File: src/rtl/timer_counter.sv
// timer_counter: memory-mapped 32-bit down-counting timer raising a one-shot or periodic IRQ.
// Optional: define TC_STATUS_EN to map STATUS (irq flag, FSM state, W1C clear) at offset 0xC.
module timer_counter #(
   parameter logic [31:0] BASE_ADDR = 32'h0000_7F00
) (
   input  logic        clk,
   input  logic        RESET,
   input  logic [31:0] Addr,
   input  logic        WE,
   input  logic [31:0] Din,
   output logic [31:0] Dout,
   output logic        IRQ
);

   typedef enum logic [1:0] {
      StIdle = 2'd0,
      StLoad = 2'd1,
      StCnt  = 2'd2,
      StInt  = 2'd3
   } state_e;

   state_e      state_q, state_d;
   logic        en_q, en_d;
   logic [1:0]  mode_q, mode_d;
   logic        im_q, im_d;
   logic [31:0] preset_q, preset_d;
   logic [31:0] count_q, count_d;
   logic        flag_q, flag_d;
   logic        irq_q;

   logic hit, wr_ctrl, wr_preset, one_shot;
   logic flag_set, flag_pulse_clr, en_hw_clr;
   logic unused_addr;

   assign unused_addr = ^Addr[1:0];

   assign hit       = WE && (Addr[31:4] == BASE_ADDR[31:4]);
   assign wr_ctrl   = hit && (Addr[3:2] == 2'b00);
   assign wr_preset = hit && (Addr[3:2] == 2'b01);
   assign one_shot  = (mode_q != 2'b01);

`ifdef TC_STATUS_EN
   logic wr_status;
   assign wr_status = hit && (Addr[3:2] == 2'b11);
`endif

   // Counter FSM
   always_comb begin
      state_d        = state_q;
      count_d        = count_q;
      flag_set       = 1'b0;
      flag_pulse_clr = 1'b0;
      en_hw_clr      = 1'b0;
      case (state_q)
         StIdle: begin
            if (en_q) state_d = StLoad;
         end
         StLoad: begin
            count_d = preset_q;
            state_d = StCnt;
         end
         StCnt: begin
            if (!en_q) begin
               state_d = StIdle;
            end else if (count_q != 32'd0) begin
               count_d = count_q - 32'd1;
            end else begin
               state_d  = StInt;
               flag_set = 1'b1;
            end
         end
         StInt: begin
            if (one_shot) begin
               en_hw_clr = 1'b1;
               state_d   = StIdle;
            end else begin
               flag_pulse_clr = 1'b1;
               state_d        = StLoad;
            end
         end
         default: state_d = StIdle;
      endcase
   end

   // Register file next state; a CPU write to CTRL overrides the hardware EN clear.
   always_comb begin
      en_d     = en_q;
      mode_d   = mode_q;
      im_d     = im_q;
      preset_d = preset_q;
      if (en_hw_clr) en_d = 1'b0;
      if (wr_ctrl) begin
         en_d   = Din[0];
         mode_d = Din[2:1];
         im_d   = Din[3];
      end
      if (wr_preset) preset_d = Din;
   end

   // Interrupt flag: every clear source loses to a same-cycle set.
   always_comb begin
      flag_d = flag_q;
      if (one_shot && (wr_ctrl || wr_preset)) flag_d = 1'b0;
      if (flag_pulse_clr) flag_d = 1'b0;
`ifdef TC_STATUS_EN
      if (wr_status && Din[0]) flag_d = 1'b0;
`endif
      if (flag_set) flag_d = 1'b1;
   end

   always_ff @(posedge clk) begin
      if (RESET) begin
         state_q  <= StIdle;
         en_q     <= 1'b0;
         mode_q   <= 2'b00;
         im_q     <= 1'b0;
         preset_q <= 32'd0;
         count_q  <= 32'd0;
         flag_q   <= 1'b0;
         irq_q    <= 1'b0;
      end else begin
         state_q  <= state_d;
         en_q     <= en_d;
         mode_q   <= mode_d;
         im_q     <= im_d;
         preset_q <= preset_d;
         count_q  <= count_d;
         flag_q   <= flag_d;
         irq_q    <= flag_d & im_d;
      end
   end

   // IRQ comes straight from a flop so the CP0 input never sees a glitch.
   assign IRQ = irq_q;

   always_comb begin
      Dout = 32'd0;
      case (Addr[3:2])
         2'b00:   Dout = {28'd0, im_q, mode_q, en_q};
         2'b01:   Dout = preset_q;
         2'b10:   Dout = count_q;
         default: begin
`ifdef TC_STATUS_EN
            Dout = {29'd0, state_q, flag_q};
`else
            Dout = 32'd0;
`endif
         end
      endcase
   end

endmodule
File: config.mk
export PLATFORM = sky130hd
export DESIGN_NAME = timer_counter
export DESIGN_NICKNAME = d
export VERILOG_FILES = /design/src/rtl/timer_counter.sv
export SDC_FILE = /design/constraint.sdc
export NUM_CORES = 1
export LEC_CHECK = 0
export ABC_AREA = 1
export CAP_MARGIN = 5
export CORE_MARGIN = 1
export CORE_UTILIZATION = 45
export CTS_BUF_LIST = sky130_fd_sc_hd__clkbuf_16
export CTS_CLUSTER_DIAMETER = 60
export DETAILED_ROUTE_END_ITERATION = 10
export GPL_ROUTABILITY_DRIVEN = 0
export PLACE_DENSITY = 0.73
export RECOVER_POWER = 25
export SLEW_MARGIN = 20
export SYNTH_ARGS = -nofsm -noshare
export SYNTH_HDL_FRONTEND = slang
export SYNTH_SLANG_ARGS = --single-unit
File: constraint.sdc
create_clock -name clk -period 3.2 [get_ports clk]
set_input_delay 0.8 -clock clk [delete_from_list [all_inputs] [get_ports clk]]
set_output_delay 0.8 -clock clk [all_outputs]
set_load 0.005 [all_outputs]
==> run summary <==
Flip-flop cell with the highest count after synthesis: dfxtp_1. After Yosys synthesis, XOR and XNOR cells account for 1.41% of the synthesized area. The die is 100 um tall. Total power: 2.10 mW. Across the run, the number of max-cap violations was 0. The logs give 0 for the count of synthesis-stage warnings from yosys and 46.7% for the starting utilization of the core area. TritonCTS built the clock tree.

The run gives 10100 um^2 as the die footprint. For this run, the slowest stage of the critical path takes 0.54 ns. The number of setup buffers added after CTS is 0. The worst register-to-register path has a depth of 9. The sum of negative setup slack was 0 ns. The count of cells along the worst hold path is 2. In this run the critical register-to-register path is launched from count_q[4]. The number of endpoints with negative hold slack in the final report is 0, and the shortest clock period the worst path allows after layout is 3.14 ns.

The tools report the hold path startpoint as en_q. The slew at the pin closest to its max-slew limit came out at 0.969 ns. After the first detailed-routing iteration, the DRC count stood at 248. The synthesized netlist devotes 15.1% of its cell area to compound gates.

Largest family of logic cells by synthesized area: simple AND/OR/NAND/NOR gates. Of the available clock period, the critical path in the final layout requires 98.0%. The detail route stage leaves a number of antenna-violating nets equal to 0. Total power per unit cell area: 360 nW/um^2.

The run gives 2.40 ns as the required time of the critical path. Yosys mapped a number of flops with a built-in enable equal to 0. The number of I/O port buffers was 97; the routed wire length per instance was 13.1 um. 0 antenna diodes ended up in the layout.

Counting flops and latches in the post-synthesis netlist gives 72. The wire length of the first global-routing pass was 20600 um. The post-place setup slack is -0.0706 ns. After Yosys synthesis, and, or, nand and nor cells account for 38.5% of the synthesized area. Of the total synthesized cell area, the portion taken by full adders, half adders and majority gates is 0.574%. The biggest fanout along the worst timing path came out at 32. The instance area after placement is 5440 um^2, and the total congestion overflow after global routing is 0.

For the number of global-route vias before repair, the log shows 4543. The tools report the largest net degree at the start of global routing as 53. Data arrives at the worst endpoint at 2.34 ns.

The number of unique standard cell types used by synthesis was 31. Count of clock tree sinks: 72. The tools report the worst clock skew on the final layout as 0.00793 ns. Setup repair after global routing left no endpoint under its margin.

The tools report the net count after synthesis as 813. The tools report the capturing element type of the critical path as a primary output. The most numerous cell type found on the critical path is clkdlybuf4s50_1. The number of buffer and inverter instances along the worst setup path works out to 4.

The worst setup path is launched from an input port. The length of the first detailed-routing pass in iterations came out at 6. After the last flow step, the layout net total stands at 900. The area growth from synthesis to layout is 33.7%. Summed over all cells, the static leakage comes to 3.25 nW. The kind of cell with the highest combined delay on the critical path was buffers and inverters. On the critical path, the stage with the largest delay is an instance of clkdlybuf4s50_1. The core region is 9330 um^2.

The logs give 898 for the filler cell count in the final layout and 0.34 ns for the worst-skew pair later-pin latency. The H-tree was split into 3 levels. The die is 100 um wide. Based on the critical path, the design can be clocked at up to 0.319 GHz. After synthesis, flip-flops and latches occupy 33.1% of the total area. In the synthesized netlist, the number of instances is 744. The final number of max-transition violations is 0, and the maximum VDD drop is 0.000237 V. After detailed routing, the number of remaining DRC violations is 0.

The logs give 4954 for the routed via count and 0.0640 ns for the worst-case setup margin in the final layout. Summing every instance area after synthesis gives 4360 um^2. In this run the mean area of a mapped cell was 5.86 um^2. The deepest clock path buffer count was 2. The final HPWL from detailed placement is 8800 um. Clock-pin slew was measured on the worst setup and hold paths at 0.06 ns. For this design the top-level I/O count stands at 100. Worst setup path category: in2out.

Across all hold checks on the routed design, the worst slack comes to 0.491 ns. In the global route stage, overall resource usage came out at 25.4%. The ratio of routed vias to standard cells is 5.13, and the final count of negative-setup-slack endpoints is 0.

Worst setup path startpoint: Addr[2]. Wires add up to 12700 um. The tools report the number of antenna violations at the first check in global routing as 0. The worst-case headroom to the max-slew limit was 35.4%.

The run gives 9 as the number of buffers created by CTS. The fraction of final layout cells sized beyond drive strength 1 was 4.78%. The portion of synthesized area spent on multiplexers is 0%. The path class of the tightest hold or removal check is reg2reg. The run finished with clean final reports. The share of synthesized flip-flops with an asynchronous set or reset came out at 0%. For the post-route standard cell area excluding fillers, the log shows 5830 um^2. The critical path goes through clkdlybuf4s50_1 -> inv_1 -> nand2_1 -> buf_12 -> o221ai_1 -> clkdlybuf4s50_1.

The tools report the count of standard-cell rows as 35. The clock tree root driver cell was clkbuf_16. In this run the number of cells on the critical path is 6.
cells by family (layout without fill, tap and decap cells):
family,Yosys count,in the layout
and+or+nand+nor,420,420
adders and majority gates,2,2
xor gates and xnor gates,7,7
DFF,72,72
buffers and inverters,126,218
AOI/OAI and AO/OA,117,117
state kept, by name, summed over array words and instances (netlist names):
| signal | cells |
|---|---|
| preset_q | 32 |
| en_q | 1 |
| IRQ | 1 |
| mode_q | 2 |
| state_q | 2 |
| count_q | 32 |
| im_q | 1 |
| flag_q | 1 |
synth_stat cells (3+ instances only):
| cell type | count | area share [%] |
|---|---|---|
| inv_1 | 91 | 7.8 |
| nor2_1 | 186 | 16 |
| nand4_1 | 4 | 0.57 |
| o21ai_1 | 8 | 0.92 |
| nand3_1 | 39 | 4.5 |
| a21oi_1 | 24 | 2.8 |
| o22ai_1 | 29 | 4.2 |
| o21ai_0 | 48 | 5.5 |
| nor2_2 | 3 | 0.43 |
| nand2_1 | 179 | 15 |
| xor2_1 | 7 | 1.4 |
| buf_2 | 3 | 0.34 |
| dfxtp_1 | 72 | 33 |
| inv_2 | 3 | 0.26 |
| clkbuf_1 | 24 | 2.1 |
| o221ai_1 | 4 | 0.80 |
metrics by stage:
step,utilization (%),instances
final,62.5,965
after global routing,62.5,965
after CTS,61.9,965
after detailed placement,58.4,949
after global placement,58.4,949
after floorplan,-,744
layout make-up:
type,instances,area (um^2),area share (%)
Sequential cell,72,1440,24.7
Tap cell,129,161,2.77
Multi-Input combinational cell,546,2440,41.9
Clock buffer,9,225,3.87
Timing Repair Buffer,107,1110,19.1
Inverter,95,357,6.12
Clock inverter,7,87.6,1.50
worst min-delay path, stage by stage (launching register included):
cell     delay [ns]
dfxtp_1        0.31
o21ai_0        0.07
a21oi_1        0.06
repair_timing:
action	4_1_cts	5_1_grt
hold buffers	0	0
resized for setup	10	26
setup endpoints to repair	28	27
layer usage:
| layer | wire length, um | share of wire, % | GRT usage, % | vias to the layer above |
|---|---|---|---|---|
| met5 | 0 | 0 | 0 | - |
| met4 | 197 | 1.6 | 8.58 | 0 |
| met3 | 836 | 6.6 | 4.32 | 26 |
| met2 | 5940 | 47 | 44.2 | 180 |
| met1 | 5690 | 45 | 31.9 | 2241 |
| li1 | - | - | - | 2507 |
cells in the final DEF (no fill, tap or decap), drive strengths merged, types with 5 or more instances in the layout:
cell and n:
nand2 181, clkbuf 12, dlygate4sd2 5, o22ai 29, clkdlybuf4s50 63, dfxtp 72, dlymetal6s2s 26, nor2 191
xor2 7, nand3 39, o21ai 57, buf 7, a21oi 26, inv 95
where the power goes:
| group | total [mW] | switching [mW] | internal (mW) |
|---|---|---|---|
| clock | 1.07 | 0.395 | 0.676 |
| combinational | 0.129 | 0.0491 | 0.0803 |
| sequential | 0.896 | 0.000000000517 | 0.896 |
path summary, 6_finish.rpt:
check,end,slack (ns)
hold / removal,en_q,0.49
setup / recovery,Dout[1],0.06
hold reg to reg,en_q,0.49
setup reg to reg,count_q[15],0.95
No activity file was read; power rests on OpenSTA's default activity.
